`config.mk`:
```
export PLATFORM = sky130hd
export DESIGN_NAME = filtro_conv3x3
export DESIGN_NICKNAME = d
export VERILOG_FILES = /design/src/rtl/filtro_conv3x3.sv
export SDC_FILE = /design/constraint.sdc
export NUM_CORES = 1
export LEC_CHECK = 0
export ABC_CLOCK_PERIOD_IN_PS = 25400
export CAP_MARGIN = 20
export CORE_MARGIN = 4
export CORE_UTILIZATION = 66
export CTS_CLUSTER_SIZE = 20
export DETAILED_ROUTE_END_ITERATION = 8
export PLACE_DENSITY = 0.89
export SYNTH_ARGS = -nofsm -noshare
export SYNTH_HDL_FRONTEND = slang
export SYNTH_SLANG_ARGS = --single-unit
```
`constraint.sdc`:
```
create_clock -name clk -period 25.4 [get_ports clk]
set_clock_uncertainty 0.15 [all_clocks]
set_input_delay 2.54 -clock clk [delete_from_list [all_inputs] [get_ports clk]]
set_output_delay 2.54 -clock clk [all_outputs]
set_load 0.01 [all_outputs]
```
`src/rtl/filtro_conv3x3.sv`:
```
// filtro_conv3x3 -- 3x3 convolution engine for the image-filter processor.
//
// Reads a source image through the shared byte-addressed RAM port, applies
// one of four kernels with border replication, and writes the filtered
// image to a destination region. Each output pixel takes nine reads, one
// accumulate-only cycle and one write cycle.
//
// Ports:
//   clk, rst          rising-edge clock, asynchronous active-high reset
//   start             one-cycle frame request, only honoured when idle
//   mode              kernel: 0 copy, 1 gaussian, 2 sharpen, 3 laplacian
//   src_base/dst_base source and destination image base addresses
//   img_w/img_h       image dimensions in pixels
//   Data_in_RAM       RAM read data, valid the cycle after mem_RE_RAM
//   mem_RE_RAM        RAM read enable
//   mem_WE_RAM        RAM write enable
//   Data_Dir_RAM      RAM address (0 when the RAM is not accessed)
//   Data_RAM          RAM write data, holds the last written pixel
//   busy              high while a frame is in progress
//   done              one-cycle pulse when a frame completes
//   pix_count         pixels written in the current or last frame
module filtro_conv3x3 #(
  parameter int PIX_W  = 8,
  parameter int ADDR_W = 32,
  parameter int DIM_W  = 10
) (
  input  logic               clk,
  input  logic               rst,
  input  logic               start,
  input  logic [1:0]         mode,
  input  logic [ADDR_W-1:0]  src_base,
  input  logic [ADDR_W-1:0]  dst_base,
  input  logic [DIM_W-1:0]   img_w,
  input  logic [DIM_W-1:0]   img_h,
  input  logic [PIX_W-1:0]   Data_in_RAM,
  output logic               mem_RE_RAM,
  output logic               mem_WE_RAM,
  output logic [ADDR_W-1:0]  Data_Dir_RAM,
  output logic [PIX_W-1:0]   Data_RAM,
  output logic               busy,
  output logic               done,
  output logic [2*DIM_W-1:0] pix_count
);

  // Five extra bits cover the largest kernel gain (16) plus a sign bit.
  localparam int ACC_W = PIX_W + 5;

  localparam logic signed [1:0] OFF_M1 = 2'b11;
  localparam logic signed [1:0] OFF_Z  = 2'b00;
  localparam logic signed [1:0] OFF_P1 = 2'b01;

  typedef enum logic [2:0] {S_IDLE, S_FETCH, S_ACC, S_WRITE, S_DONE} state_t;

  state_t                   state_q, state_d;
  logic [3:0]               tap_q, tap_d;
  logic [DIM_W-1:0]         x_q, x_d, y_q, y_d;
  logic [DIM_W-1:0]         w_q, w_d, h_q, h_d;
  logic [1:0]               mode_q, mode_d;
  logic [ADDR_W-1:0]        src_q, src_d, dst_q, dst_d;
  logic signed [ACC_W-1:0]  acc_q, acc_d;
  logic [PIX_W-1:0]         result_q, result_d;
  logic [2*DIM_W-1:0]       count_q, count_d;

  logic signed [1:0]        dxOff, dyOff;
  logic signed [DIM_W+1:0]  xs, ys, wS, hS;
  logic [DIM_W-1:0]         xc, yc;
  logic [2*DIM_W-1:0]       rdOff, wrOff;
  logic [ADDR_W-1:0]        rdAddr, wrAddr;
  logic [3:0]               coefIdx;
  logic signed [4:0]        coef;
  logic signed [ACC_W-1:0]  pixExt, coefExt, product, accSum, scaled, pixMax;
  logic [PIX_W-1:0]         satPix;
  logic                     lastPix;

  // Row-major kernel coefficients; idx 4 is the centre tap and odd
  // indices are the four edge-adjacent taps.
  function automatic logic signed [4:0] coefOf(input logic [1:0] m, input logic [3:0] idx);
    logic signed [4:0] c;
    c = 5'sd0;
    case (m)
      2'd0: c = (idx == 4'd4) ? 5'sd1 : 5'sd0;
      2'd1: begin
        if (idx == 4'd4)  c = 5'sd4;
        else if (idx[0])  c = 5'sd2;
        else              c = 5'sd1;
      end
      2'd2: begin
        if (idx == 4'd4)  c = 5'sd5;
        else if (idx[0])  c = -5'sd1;
        else              c = 5'sd0;
      end
      default: c = (idx == 4'd4) ? 5'sd8 : -5'sd1;
    endcase
    return c;
  endfunction

  // Neighbour offset of the current fetch tap, scanning rows top to bottom.
  always_comb begin
    dyOff = OFF_Z;
    dxOff = OFF_Z;
    case (tap_q)
      4'd0: begin dyOff = OFF_M1; dxOff = OFF_M1; end
      4'd1: begin dyOff = OFF_M1; dxOff = OFF_Z;  end
      4'd2: begin dyOff = OFF_M1; dxOff = OFF_P1; end
      4'd3: begin dyOff = OFF_Z;  dxOff = OFF_M1; end
      4'd4: begin dyOff = OFF_Z;  dxOff = OFF_Z;  end
      4'd5: begin dyOff = OFF_Z;  dxOff = OFF_P1; end
      4'd6: begin dyOff = OFF_P1; dxOff = OFF_M1; end
      4'd7: begin dyOff = OFF_P1; dxOff = OFF_Z;  end
      default: begin dyOff = OFF_P1; dxOff = OFF_P1; end
    endcase
  end

  // Clamp the neighbour coordinate into the image so border pixels are
  // replicated, then form the read and write addresses.
  always_comb begin
    wS = $signed({2'b00, w_q});
    hS = $signed({2'b00, h_q});
    xs = $signed({2'b00, x_q}) + {{DIM_W{dxOff[1]}}, dxOff};
    ys = $signed({2'b00, y_q}) + {{DIM_W{dyOff[1]}}, dyOff};
    if (xs[DIM_W+1])  xc = '0;
    else if (xs >= wS) xc = w_q - DIM_W'(1);
    else               xc = xs[DIM_W-1:0];
    if (ys[DIM_W+1])  yc = '0;
    else if (ys >= hS) yc = h_q - DIM_W'(1);
    else               yc = ys[DIM_W-1:0];
    rdOff  = {{DIM_W{1'b0}}, yc} * {{DIM_W{1'b0}}, w_q} + {{DIM_W{1'b0}}, xc};
    wrOff  = {{DIM_W{1'b0}}, y_q} * {{DIM_W{1'b0}}, w_q} + {{DIM_W{1'b0}}, x_q};
    rdAddr = src_q + ADDR_W'(rdOff);
    wrAddr = dst_q + ADDR_W'(wrOff);
    lastPix = (x_q == w_q - DIM_W'(1)) && (y_q == h_q - DIM_W'(1));
  end

  // Read data lags its request by a cycle, so the coefficient is the one of
  // the previous tap; in ACC it is the last tap's.
  always_comb begin
    coefIdx = (state_q == S_ACC) ? 4'd8 : tap_q - 4'd1;
    coef    = coefOf(mode_q, coefIdx);
    pixExt  = {5'b00000, Data_in_RAM};
    coefExt = {{PIX_W{coef[4]}}, coef};
    product = pixExt * coefExt;
    accSum  = acc_q + product;
    scaled  = (mode_q == 2'd1) ? (accSum >>> 4) : accSum;
    pixMax  = {5'b00000, {PIX_W{1'b1}}};
    if (scaled[ACC_W-1])     satPix = '0;
    else if (scaled > pixMax) satPix = '1;
    else                      satPix = scaled[PIX_W-1:0];
  end

  // Next-state and RAM-port decode.
  always_comb begin
    state_d  = state_q;
    tap_d    = tap_q;
    x_d      = x_q;
    y_d      = y_q;
    w_d      = w_q;
    h_d      = h_q;
    mode_d   = mode_q;
    src_d    = src_q;
    dst_d    = dst_q;
    acc_d    = acc_q;
    result_d = result_q;
    count_d  = count_q;
    mem_RE_RAM   = 1'b0;
    mem_WE_RAM   = 1'b0;
    Data_Dir_RAM = '0;
    busy         = 1'b0;
    done         = 1'b0;
    case (state_q)
      S_IDLE: begin
        if (start) begin
          mode_d  = mode;
          src_d   = src_base;
          dst_d   = dst_base;
          w_d     = img_w;
          h_d     = img_h;
          x_d     = '0;
          y_d     = '0;
          tap_d   = '0;
          count_d = '0;
          state_d = (img_w == '0 || img_h == '0) ? S_DONE : S_FETCH;
        end
      end
      S_FETCH: begin
        busy         = 1'b1;
        mem_RE_RAM   = 1'b1;
        Data_Dir_RAM = rdAddr;
        acc_d        = (tap_q == 4'd0) ? '0 : accSum;
        if (tap_q == 4'd8) begin
          tap_d   = '0;
          state_d = S_ACC;
        end else begin
          tap_d = tap_q + 4'd1;
        end
      end
      S_ACC: begin
        busy     = 1'b1;
        acc_d    = accSum;
        result_d = satPix;
        state_d  = S_WRITE;
      end
      S_WRITE: begin
        busy         = 1'b1;
        mem_WE_RAM   = 1'b1;
        Data_Dir_RAM = wrAddr;
        count_d      = count_q + (2*DIM_W)'(1);
        if (lastPix) begin
          state_d = S_DONE;
        end else begin
          state_d = S_FETCH;
          if (x_q == w_q - DIM_W'(1)) begin
            x_d = '0;
            y_d = y_q + DIM_W'(1);
          end else begin
            x_d = x_q + DIM_W'(1);
          end
        end
      end
      S_DONE: begin
        done    = 1'b1;
        state_d = S_IDLE;
      end
      default: state_d = S_IDLE;
    endcase
  end

  // State and datapath registers; reset abandons any pending write.
  always_ff @(posedge clk or posedge rst) begin
    if (rst) begin
      state_q  <= S_IDLE;
      tap_q    <= '0;
      x_q      <= '0;
      y_q      <= '0;
      w_q      <= '0;
      h_q      <= '0;
      mode_q   <= '0;
      src_q    <= '0;
      dst_q    <= '0;
      acc_q    <= '0;
      result_q <= '0;
      count_q  <= '0;
    end else begin
      state_q  <= state_d;
      tap_q    <= tap_d;
      x_q      <= x_d;
      y_q      <= y_d;
      w_q      <= w_d;
      h_q      <= h_d;
      mode_q   <= mode_d;
      src_q    <= src_d;
      dst_q    <= dst_d;
      acc_q    <= acc_d;
      result_q <= result_d;
      count_q  <= count_d;
    end
  end

  assign Data_RAM  = result_q;
  assign pix_count = count_q;

endmodule

```
# Word level (Yosys, flattened, before mapping)
# Memory sizes are Yosys's and may differ from the RTL's.
# Index checks and enable logic that the tools add are counted.
# op_classes
n_addsub	14
mul	3
div	0
n_lt_le_gt_ge	3
n_eq_ne	14
shift	0
mux	40
bitwise	0
n_reduce_logical	17
# op_table
operator	n
10-bit two-way mux	9
32-bit by 20-bit adder with 32-bit output	2
32-bit case mux with 2 select lines	1
20-bit by 10-bit adder with 20-bit output	2
10-bit by 10-bit multiplier with 20-bit output	2
10-bit case mux with 2 select lines	2
20-bit case mux with 2 select lines	1
13-bit case mux with 2 select lines	1
11-bit by 2-bit adder with 12-bit output	2
12-bit by 11-bit greater-or-equal comparator with 1-bit output	2
10-bit by 1-bit adder with 10-bit output (second input constant)	2
20-bit by 1-bit adder with 20-bit output (second input constant)	1
10-bit equality test	2
10-bit logical NOT	2
20-bit two-way mux	1
10-bit by 1-bit subtractor with 10-bit output (second input constant)	2
4-bit two-way mux	4
8-bit two-way mux	2
3-bit two-way mux	5
5-bit two-way mux	3
5-bit case mux with 3 select lines	1
13-bit adder	1
13-bit by 9-bit > comparator with 1-bit output (second input constant)	1
9-bit by 5-bit multiplier with 13-bit output	1
other kinds (26)	39
# word_totals
reg_bits	154
latchBits	0
ram_bits	0
mem_bits_ro	32
out_inout_bits	64
n_memories	1
# mem_list
memory	words	width	rd	rd_clocked_by_memory_dff	write_ports	line_no	text
(name not given)	8	4	1	0	0	101	case (tap_q)

# Depth between registers and ports, before layout
# Gate-level depths: netlist of run 1.
# depth
word_depth	11
mapped_depth	48

# Worst setup path after synthesis of run 1
# OpenSTA, ideal clock, no wires.
# synth_path
path_type	reg2out
startpoint	reg tap_q[2]
endpoint	out Data_Dir_RAM[30]
arrival_time_ns	10.459
slack_ns	12.251
stages_incl_launch_ff	48
path_buffers	3
cell_sequence	dfrtp_1 > clkbuf_1 > mux2i_1 > or2_2 > ha_1 > and2_1 > o21ai_0 > a41oi_1 > nand2b_1 > mux2i_1 > xnor2_1 > clkbuf_1 > ha_1 > and4_1 > nand3_1 > nor2_1 > and4_1 > a21o_1 > (+12 left out) > ha_1 > o21a_1 > o21ai_0 > a21oi_1 > and3_1 > o31a_1 > or2_2 > a21o_1 > xnor2_1 > ha_1 > a21oi_1 > nand2_1 > or2_2 > a311oi_1 > o31a_1 > or3_1 > a21oi_1 > nand3b_1
# synth_between
elab_chain_cells	10
elab_cells_between_ends	14
classes_between	add/sub (4); mul (1); order compare (2); mux (6); memory (1)
# synth_rtl
item	line_no	text
start, declared	55	logic [3:0] tap_q, tap_d;
start signal, assigned	244	tap_q <= tap_d;
memory read 8 x 4 bit (*)	n/a	
4-bit two-way mux (*)	101	
11-bit by 2-bit adder with 12-bit output	120	ys = $signed({2'b00, y_q}) + {{DIM_W{dyOff[1]}}, dyOff};
12-bit by 11-bit greater-or-equal comparator with 1-bit output	125	else if (ys >= hS) yc = h_q - DIM_W'(1);
10-bit two-way mux	125	
10-bit two-way mux	124	if (ys[DIM_W+1]) yc = '0;
10-bit by 10-bit multiplier with 20-bit output	127	rdOff = {{DIM_W{1'b0}}, yc} * {{DIM_W{1'b0}}, w_q} + {{DIM_W{1'b0}}, xc};
20-bit by 10-bit adder with 20-bit output (*)	127	
32-bit by 20-bit adder with 32-bit output (*)	129	rdAddr = src_q + ADDR_W'(rdOff);
32-bit case mux with 2 select lines (*)	169	case (state_q)
end, declared	38	output logic [ADDR_W-1:0] Data_Dir_RAM,
# Every way passes the cells marked *; elsewhere a longest branch is shown, timed or not.

# Worst setup path after layout of run 1
# layout_path
startpoint	reg tap_q[0]
endpoint	out Data_Dir_RAM[30]
# The elaborated chain is that of the path after synthesis.

==> flow_summary.yaml, run 1 <==
run_status:
  status: "completed"
timing:
  max_freq_mhz: 63.23
  timing.final.crit_share: 0.6226
  setup_tns_ns: 0
  rsz0062_at_grt: "false"
  setup_viol: 0
  relSlewSlack: 0.1863
  timing.final.crit_period_ns: 15.82
  worstMarginPinSlew_ns: 1.218
  hold_viol_final: 0
  final_max_slew_viol_count: 0
cells_and_area:
  final_common_cell: "nand2_1"
  regArea_um2: 3854
  drive_above_1_share: 0.03515
  fin_nets: 3110
  area_growth_pct: 12.13
  final_cell_mix: "nand2_1 (399), inv_1 (299), ha_1 (232)"
  multi_input_area_um2: 15490
  fillers: 2215
synth:
  synth_area_um2: 20890
  synth_compound_area_frac: 0.1684
  synthDistinctLibCells: 71
  synth_top_area_cell: "dfrtp_1"
  synthTopCellsByArea: "dfrtp_1 (18%), fa_1 (17%), ha_1 (14%), nand2_1 (7.2%), inv_1 (5.4%)"
  synth_top_family_by_area: "adder cells"
  synth_simple_gate_area_share: 0.1966
  synthAdderAreaFrac: 0.3086
  synth_xor_area_frac: 0.06061
  syn_nets: 3015
  postSynthCellCount: 2509
  synth_flop_cell: "dfrtp_1"
  synth-edff-count: 0
  synthMuxAreaShare: 0.006708
  avgSynthCellArea_um2: 8.327
  ys_ff_latch: 154
  synth_top_cell_area_share: 0.1845
  ys_seq_area_frac: 0.1845
  async_flop_share: 1.000
  synth_warnings: 0
clocking:
  clk_pin_slew_worst_paths_ns: 0.08
  cts_tree: "yes"
  cts_buffer_depth: 2
  cts_setup_buffers: 0
  ctsRootBufferMaster: "clkbuf_16"
  htreeDepth: 4
  cts_buffers: 17
  cts_hold_buf: 0
  post_cts_resized: 0
  insertion_delay_ns: 0.45
  cts.sinks: 154
floorplan:
  fp.dieArea_um2: 34560
  start_util: 0.6759
  core-area_um2: 30910
  rows: 64
  io_pins: 161
  die_h_um: 185.9
  chipWidth_um: 185.9
routing:
  dr.pass1.iters: 5
  drc_errors: 0
  ant_nets: 0
  drt_iter0_markers: 1796
  routed-wl-met2_um: 28370
  drt_wl_total_um: 60530
  num_vias: 19138
  met1_length_um: 23920
  via_per_inst: 6.350
  wire_per_inst_um: 20.08
  wl_met3_um: 5622
  maxUsedRoutingLayer: "met4"
setup_path:
  cp_max_fo: 12
  arrival_ns: 13.13
  criticalPathCategory: "flop to output pin"
  cpMaxStageDelayCell: "nor3_1"
  crit_path_max_incr_delay_ns: 0.88
  worstPathRequired_ns: 22.71
  worstSetupEndpointType: "output pin"
  setup.worst_path.start_class: "flop"
placed_design:
  port_buffers: 160
  dpl.hpwl_um: 46410
  place_congestion: 0.9773
global_route:
  grt_pass1_vias: 19163
  grt_pass1_wl_um: 96990
  grt_start_max_net_pins: 98
  grtUsageTotal: 0.3523
  gr-total-overflow: 0
  antenna_found_initial: 1
hold_path:
  min_path_type: "flop to flop"
flow_run:
  drv_cap: 0
cells in the mapped netlist, types with 22 or more instances:
library cell and n:
o211ai_1 34, xnor2_1 94, inv_1 300, nor2_1 90
dfrtp_1 154, a21o_1 33, o21ai_0 115, nand2_1 400
nor3b_1 22, a21oi_1 93, and3_1 27, clkbuf_1 105
xor2_1 48, ha_1 232, nand3_1 57, or3_1 28
and2_1 58, a211oi_1 53, nor3_1 50, o21a_1 23
fa_1 177
sequential cells by signal, summed over array words and instances (netlist names):
signal and count:
Data_RAM 8, pix_count 20, acc_q 13, mode_q 2, tap_q 4, w_q 10, y_q 10, h_q 10
state_q 3, dst_q 32, src_q 32, x_q 10
final timing paths:
kind | startpoint | end | slack, ns | depth (start not counted)
hold reg to reg | pix_count[19] | pix_count[19] | 0.33 | 1
max in group asynchronous | rst | h_q[0] | 21.23 | 3
setup / recovery | tap_q[0] | Data_Dir_RAM[30] | 9.58 | 44
hold / removal | pix_count[19] | pix_count[19] | 0.33 | 1
min in group asynchronous | rst | Data_RAM[6] | 2.50 | 2
setup reg to reg | tap_q[0] | Data_RAM[5] | 18.23 | 22
worst max-delay path: cells and delay by family (launching register included):
| family | cells | cell delay, ns |
|---|---|---|
| AOI/OAI and AO/OA | 15 | 3.81 |
| xor gates and xnor gates | 2 | 0.94 |
| adders and majority gates | 9 | 3.88 |
| buffers and inverters | 6 | 0.81 |
| DFF | 1 | 0.51 |
| muxes | 1 | 0.11 |
| and+or+nand+nor | 11 | 2.62 |
per-layer routing:
layer  vias up  GRT usage
li1       8752          -
met4         0     0.1463
met5         -          0
met3       201    0.06918
met1      9230     0.4677
met2       955     0.5688
metrics by stage:
stage | worst slack (ns) | hold slack [ns] | area, um2 | std cells | util
global placement | 10.46 | 0.3135 | 22750 | 2978 | 0.7361
CTS | 9.577 | 0.3333 | 23380 | 3010 | 0.7565
finish | 9.585 | 0.3280 | 23430 | 3014 | 0.7579
detailed placement | 10.10 | 0.3222 | 22750 | 2978 | 0.7361
global route | 8.904 | 0.3621 | 23430 | 3014 | 0.7579
floorplan | 12.25 | 0.3023 | 20890 | 2509 | -
kinds of logic (layout without fill, tap and decap cells):
kind of cell / after synthesis / after routing
fa+ha+maj: 409 / 409
simple gates: 857 / 857
buf+inv: 413 / 521
xor+xnor: 143 / 143
other cells: 0 / 1
compound gates: 519 / 519
flops: 154 / 154
mux: 14 / 14
final cells by class:
cell class	count	area share
antenna	1	0.0001068
clock buffer	17	0.01816
clock inverter	15	0.008813
inverter	303	0.04877
multi-input combinational	1942	0.6611
sequential	154	0.1645
tap	396	0.02115
timing repair buffer	186	0.07740
Power of run 1 is not shown: default switching activity piles up to over one toggle a cycle in this logic, so the estimate is an artifact.
==> inputs of run 2 (changes only) <==
==> config.mk (replaced) <==
export PLATFORM = sky130hd
export DESIGN_NAME = filtro_conv3x3
export DESIGN_NICKNAME = d
export VERILOG_FILES = /design/src/rtl/filtro_conv3x3.sv
export SDC_FILE = /design/constraint.sdc
export NUM_CORES = 1
export LEC_CHECK = 0
export ABC_CLOCK_PERIOD_IN_PS = 14700
export CAP_MARGIN = 20
export CORE_MARGIN = 4
export CORE_UTILIZATION = 61
export CTS_CLUSTER_SIZE = 20
export DETAILED_ROUTE_END_ITERATION = 8
export PLACE_DENSITY = 0.83
export SYNTH_ARGS = -nofsm -noshare
export SYNTH_HDL_FRONTEND = slang
export SYNTH_SLANG_ARGS = --single-unit
==> constraint.sdc (replaced) <==
create_clock -name clk -period 14.7 [get_ports clk]
set_clock_uncertainty 0.15 [all_clocks]
set_input_delay 1.47 -clock clk [delete_from_list [all_inputs] [get_ports clk]]
set_output_delay 1.47 -clock clk [all_outputs]
set_load 0.01 [all_outputs]
==> run 2 against run 1 <==
  * Hold slack improved by 0.0098 ns
  * Critical path type unchanged
  * Final area barely moved
  * Register-to-register slack got worse by 11 ns
  * Routed wire length rose by 0.70%
  * Non-clock buffer count fell by 1
  * Utilization fell by 6.3 points
  * First-iteration DRC count fell by 13%
  * Largest cell class unchanged
==> flow_summary.yaml, run 2 (synthesized netlist as in run 1, its figures left out) <==
clocking:
  ctsRootBufferMaster: "clkbuf_16"
  cts_hold_buf: 0
  htreeDepth: 4
  insertion_delay_ns: 0.46
  cts.sinks: 154
  clk_pin_slew_worst_paths_ns: 0.07
  cts_buffers: 17
  cts_buffer_depth: 2
  cts_tree: "yes"
cells_and_area:
  regArea_um2: 3854
  final_cell_mix: "nand2_1 (399), inv_1 (299), ha_1 (232)"
  drive_above_1_share: 0.03670
  multi_input_area_um2: 15520
  final_common_cell: "nand2_1"
  area_growth_pct: 12.12
  stdcell_count: 3065
  fillers: 2688
  fin_nets: 3109
floorplan:
  rows: 67
  chipWidth_um: 193.1
  start_util: 0.6199
  fp.dieArea_um2: 37270
  io_pins: 161
  die_h_um: 193.1
  core-area_um2: 33700
timing:
  setup_viol: 0
  setup_tns_ns: 0
  layout_setup_ws_ns: 0.8250
  rsz0062_at_grt: "false"
  hold_viol_final: 0
  worstMarginPinSlew_ns: 1.197
  timing.hold.ws_ns: 0.3378
  timing.final.crit_period_ns: 13.87
  final_max_slew_viol_count: 0
  timing.final.crit_share: 0.9439
  max_freq_mhz: 72.07
  relSlewSlack: 0.2004
routing:
  num_vias: 18772
  via_per_inst: 6.125
  ant_nets: 0
  drt_iter0_markers: 1563
  drt_wl_total_um: 60960
  dr.pass1.iters: 6
  wire_per_inst_um: 19.89
  drc_errors: 0
placed_design:
  port_buffers: 160
  dp_worst_setup_slack_ns: 0.9184
  place_congestion: 0.9601
  dp.cells: 3031
  dpl.hpwl_um: 47090
run_status:
  status: "completed"
global_route:
  gr-total-overflow: 0
  grtUsageTotal: 0.3277
  grt_pass1_vias: 18371
  grt_start_max_net_pins: 96
  antenna_found_initial: 1
  grt_pass1_wl_um: 96580
hold_path:
  worstHoldStart: "src_q[4]"
  min_path_type: "flop to flop"
  whs_path_depth: 2
  min_to: "src_q[4]"
setup_path:
  reg2reg_depth: 20
  criticalPathCategory: "flop to output pin"
  worstSetupEndpointType: "output pin"
  regToRegEndpoint: "Data_RAM[6]"
  cp_max_fo: 12
  arrival_ns: 12.25
  worstPathRequired_ns: 13.08
  crit_path_max_incr_delay_ns: 0.74
  rr_startpoint: "state_q[1]"
  ff2ff_setup_slack_ns: 7.44
  setup.worst_path.start_class: "flop"
  cpMaxStageDelayCell: "nor3_2"
flow_run:
  drv_cap: 0
run 2: changes by cell type in the layout (fill, tap and decap cells not counted), moves of 2 or more:
cell / change
o21ai_2: +3
clkbuf_8: +2
inv_8: -2
buf_4: +2
inv_6: +4
clkinv_2: +3
clkinv_8: -6
o21ai_1: -3
run 2: worst max-delay path by stage:
stage	start	endpoint
3_5_place_dp	tap_q[0]	Data_Dir_RAM[30]
5_1_grt	tap_q[0]	Data_Dir_RAM[30]
6_report	tap_q[0]	Data_Dir_RAM[30]
2_1_floorplan	tap_q[2]	Data_Dir_RAM[30]
3_3_place_gp	tap_q[0]	Data_Dir_RAM[30]
4_1_cts	tap_q[0]	Data_Dir_RAM[30]
run 2: cell type report:
cell class,instances,area share
multi-input combinational,1942,0.6624
sequential,154,0.1645
timing repair buffer,185,0.07639
inverter,303,0.04877
tap,448,0.02393
clock buffer,19,0.01934
clock inverter,13,0.004487
antenna,1,0.0001068
run 2: what timing repair did:
| item | in CTS | in global routing |
|---|---|---|
| buffers inserted | 0 | 0 |
| resized for setup | 0 | 6 |
| setup endpoints to repair | 0 | 14 |
run 2: metal layers:
metal	GRT usage	routed length [um]	vias to the layer above
met5	0	0	-
met3	0.05582	4777	145
li1	-	-	8735
met1	0.4478	25520	9115
met4	0.1185	2175	0
met2	0.5298	28480	777
run 2: critical path, delay by kind of cell (launching register included):
kind                     cells  cell delay, ns
flip-flops                   1            0.54
XOR/XNOR                     2            0.65
AND/OR/NAND/NOR             14            3.32
adder cells (fa/ha/maj)     10            3.86
AO/OA/AOI/OAI               12            2.46
multiplexers                 2            0.23
buffers and inverters        5            0.75
run 2: per-stage QoR:
step / cell area, um2 / utilization
after floorplan: 20890 / -
after global placement: 22820 / 0.6771
after detailed placement: 22820 / 0.6773
after CTS: 23380 / 0.6938
after global routing: 23420 / 0.6950
final: 23420 / 0.6950
Power of run 2 is left out for the same reason.
==> inputs of run 3 (changes only) <==
--- a/config.mk
+++ b/config.mk
@@ -7,7 +7,6 @@
 export LEC_CHECK = 0
 export ABC_CLOCK_PERIOD_IN_PS = 14700
 export CAP_MARGIN = 20
-export CORE_MARGIN = 4
 export CORE_UTILIZATION = 61
 export CTS_CLUSTER_SIZE = 20
 export DETAILED_ROUTE_END_ITERATION = 8
==> run 3 against run 2 <==
  * Critical path depth shrank 1
  * Non-clock buffer count grew 4
  * Routed wire length shrank 1.2%
  * Setup slack lost 0.12 ns
  * Cell count grew 0.20%
  * Maximum frequency shrank 0.89%
  * Utilization grew 0.36 points
  * Register-to-register slack lost 0.05 ns
==> flow_summary.yaml, run 3 (synthesized netlist as in run 1, its figures left out) <==
timing:
  timing.final.crit_share: 0.9523
  timing.final.crit_period_ns: 14.00
  setup_viol: 0
  max_freq_mhz: 71.43
  rsz0062_at_grt: "false"
  setup_tns_ns: 0
  relSlewSlack: 0.2148
  worstMarginPinSlew_ns: 1.169
  final_max_slew_viol_count: 0
  hold_viol_final: 0
global_route:
  met1_usage: 0.4642
  grt_pass1_wl_um: 97310
  grtUsageMet3: 0.05779
  use_met2: 0.5761
  grt_pass1_vias: 18853
  grt_busiest_layer: "met2"
  grt_start_max_net_pins: 88
  antenna_found_initial: 2
  grtUsageTotal: 0.3486
  gr-total-overflow: 0
setup_path:
  reg2reg_depth: 22
  cpMaxStageDelayCell: "nor3_2"
  worstPathRequired_ns: 13.08
  crit_path_max_incr_delay_ns: 0.77
  rr_startpoint: "tap_q[0]"
  criticalPathCategory: "flop to output pin"
  regToRegEndpoint: "Data_RAM[4]"
  arrival_ns: 12.38
  cp_max_fo: 12
  worstSetupEndpointType: "output pin"
  ff2ff_setup_slack_ns: 7.39
  setup.worst_path.start_class: "flop"
routing:
  dr.pass1.iters: 6
  drt_iter0_markers: 1761
  via_per_inst: 6.156
  ant_nets: 0
  wire_per_inst_um: 19.62
  num_vias: 18905
  drt_wl_total_um: 60240
  drc_errors: 0
placed_design:
  port_buffers: 160
  place_congestion: 0.9688
  dpl.hpwl_um: 46290
floorplan:
  core-area_um2: 33620
  rows: 67
  io_pins: 161
  die_h_um: 187.1
  start_util: 0.6215
  fp.dieArea_um2: 34990
  chipWidth_um: 187.1
clocking:
  clk_pin_slew_worst_paths_ns: 0.07
  cts_buffers: 17
  htreeDepth: 4
  cts_buffer_depth: 2
  cts_setup_buffers: 0
  cts.sinks: 154
  insertion_delay_ns: 0.46
  cts_tree: "yes"
  ctsRootBufferMaster: "clkbuf_16"
cells_and_area:
  fin_nets: 3113
  final_cell_mix: "nand2_1 (399), inv_1 (299), ha_1 (232)"
  area_growth_pct: 12.42
  drive_above_1_share: 0.03779
  final_common_cell: "nand2_1"
  fillers: 2642
hold_path:
  min_path_type: "flop to flop"
  min_to: "pix_count[19]"
  whs_path_depth: 1
  worstHoldStart: "pix_count[19]"
run_status:
  status: "completed"
flow_run:
  drv_cap: 0
[run 3: worst max-delay path by stage]
stage,endpoint,startpoint,cells after the start
5_1_grt,Data_Dir_RAM[30],tap_q[0],48
3_5_place_dp,Data_Dir_RAM[30],tap_q[0],47
3_3_place_gp,Data_Dir_RAM[30],tap_q[0],47
4_1_cts,Data_Dir_RAM[30],tap_q[0],47
2_1_floorplan,Data_Dir_RAM[30],tap_q[2],47
6_report,Data_Dir_RAM[30],tap_q[0],44
[run 3: area by class of cell]
class,count,area [um2],area share
diodes,3,7.507,0.0003196
inverters,303,1142,0.04864
multi-input cells,1942,15540,0.6616
clock buffers,20,436.7,0.01859
repair buffers,189,1839,0.07831
well taps,448,560.5,0.02387
flip-flops and latches,154,3854,0.1641
clock inverters,12,107.6,0.004582
[run 3: worst max-delay path: cells and delay by family, from the launching register on]
kind,cells,cell delay (ns)
buf+inv,4,0.75
simple gates,11,2.76
fa+ha+maj,10,3.98
xor+xnor,2,0.36
mux,2,0.28
compound gates,15,3.17
flops,1,0.56
[run 3: metal layers]
metal | routed length [um] | vias up | part of all wire
li1 | - | 8750 | -
met2 | 28450 | 811 | 0.47
met1 | 25120 | 9211 | 0.42
met3 | 4742 | 133 | 0.079
met4 | 1934 | 0 | 0.032
met5 | 0 | - | 0
[run 3: what timing repair did]
action | CTS | global route
hold buffers | 0 | 0
endpoints found under the setup margin | 0 | 14
resized for setup | 0 | 10
[run 3: through the flow]
step                      std cells  worst slack [ns]    util  cell area [um2]  hold WS [ns]
after global routing           3070           0.02523  0.6986            23480        0.3657
after global placement         3034             1.298  0.6796            22850        0.3116
after CTS                      3067            0.3390  0.6961            23400        0.3305
after floorplan                2509             2.621       -            20890        0.3023
final                          3071            0.7009  0.6987            23490        0.3312
after detailed placement       3035            0.8837  0.6799            22850        0.3210
Power of run 3 is left out for the same reason.
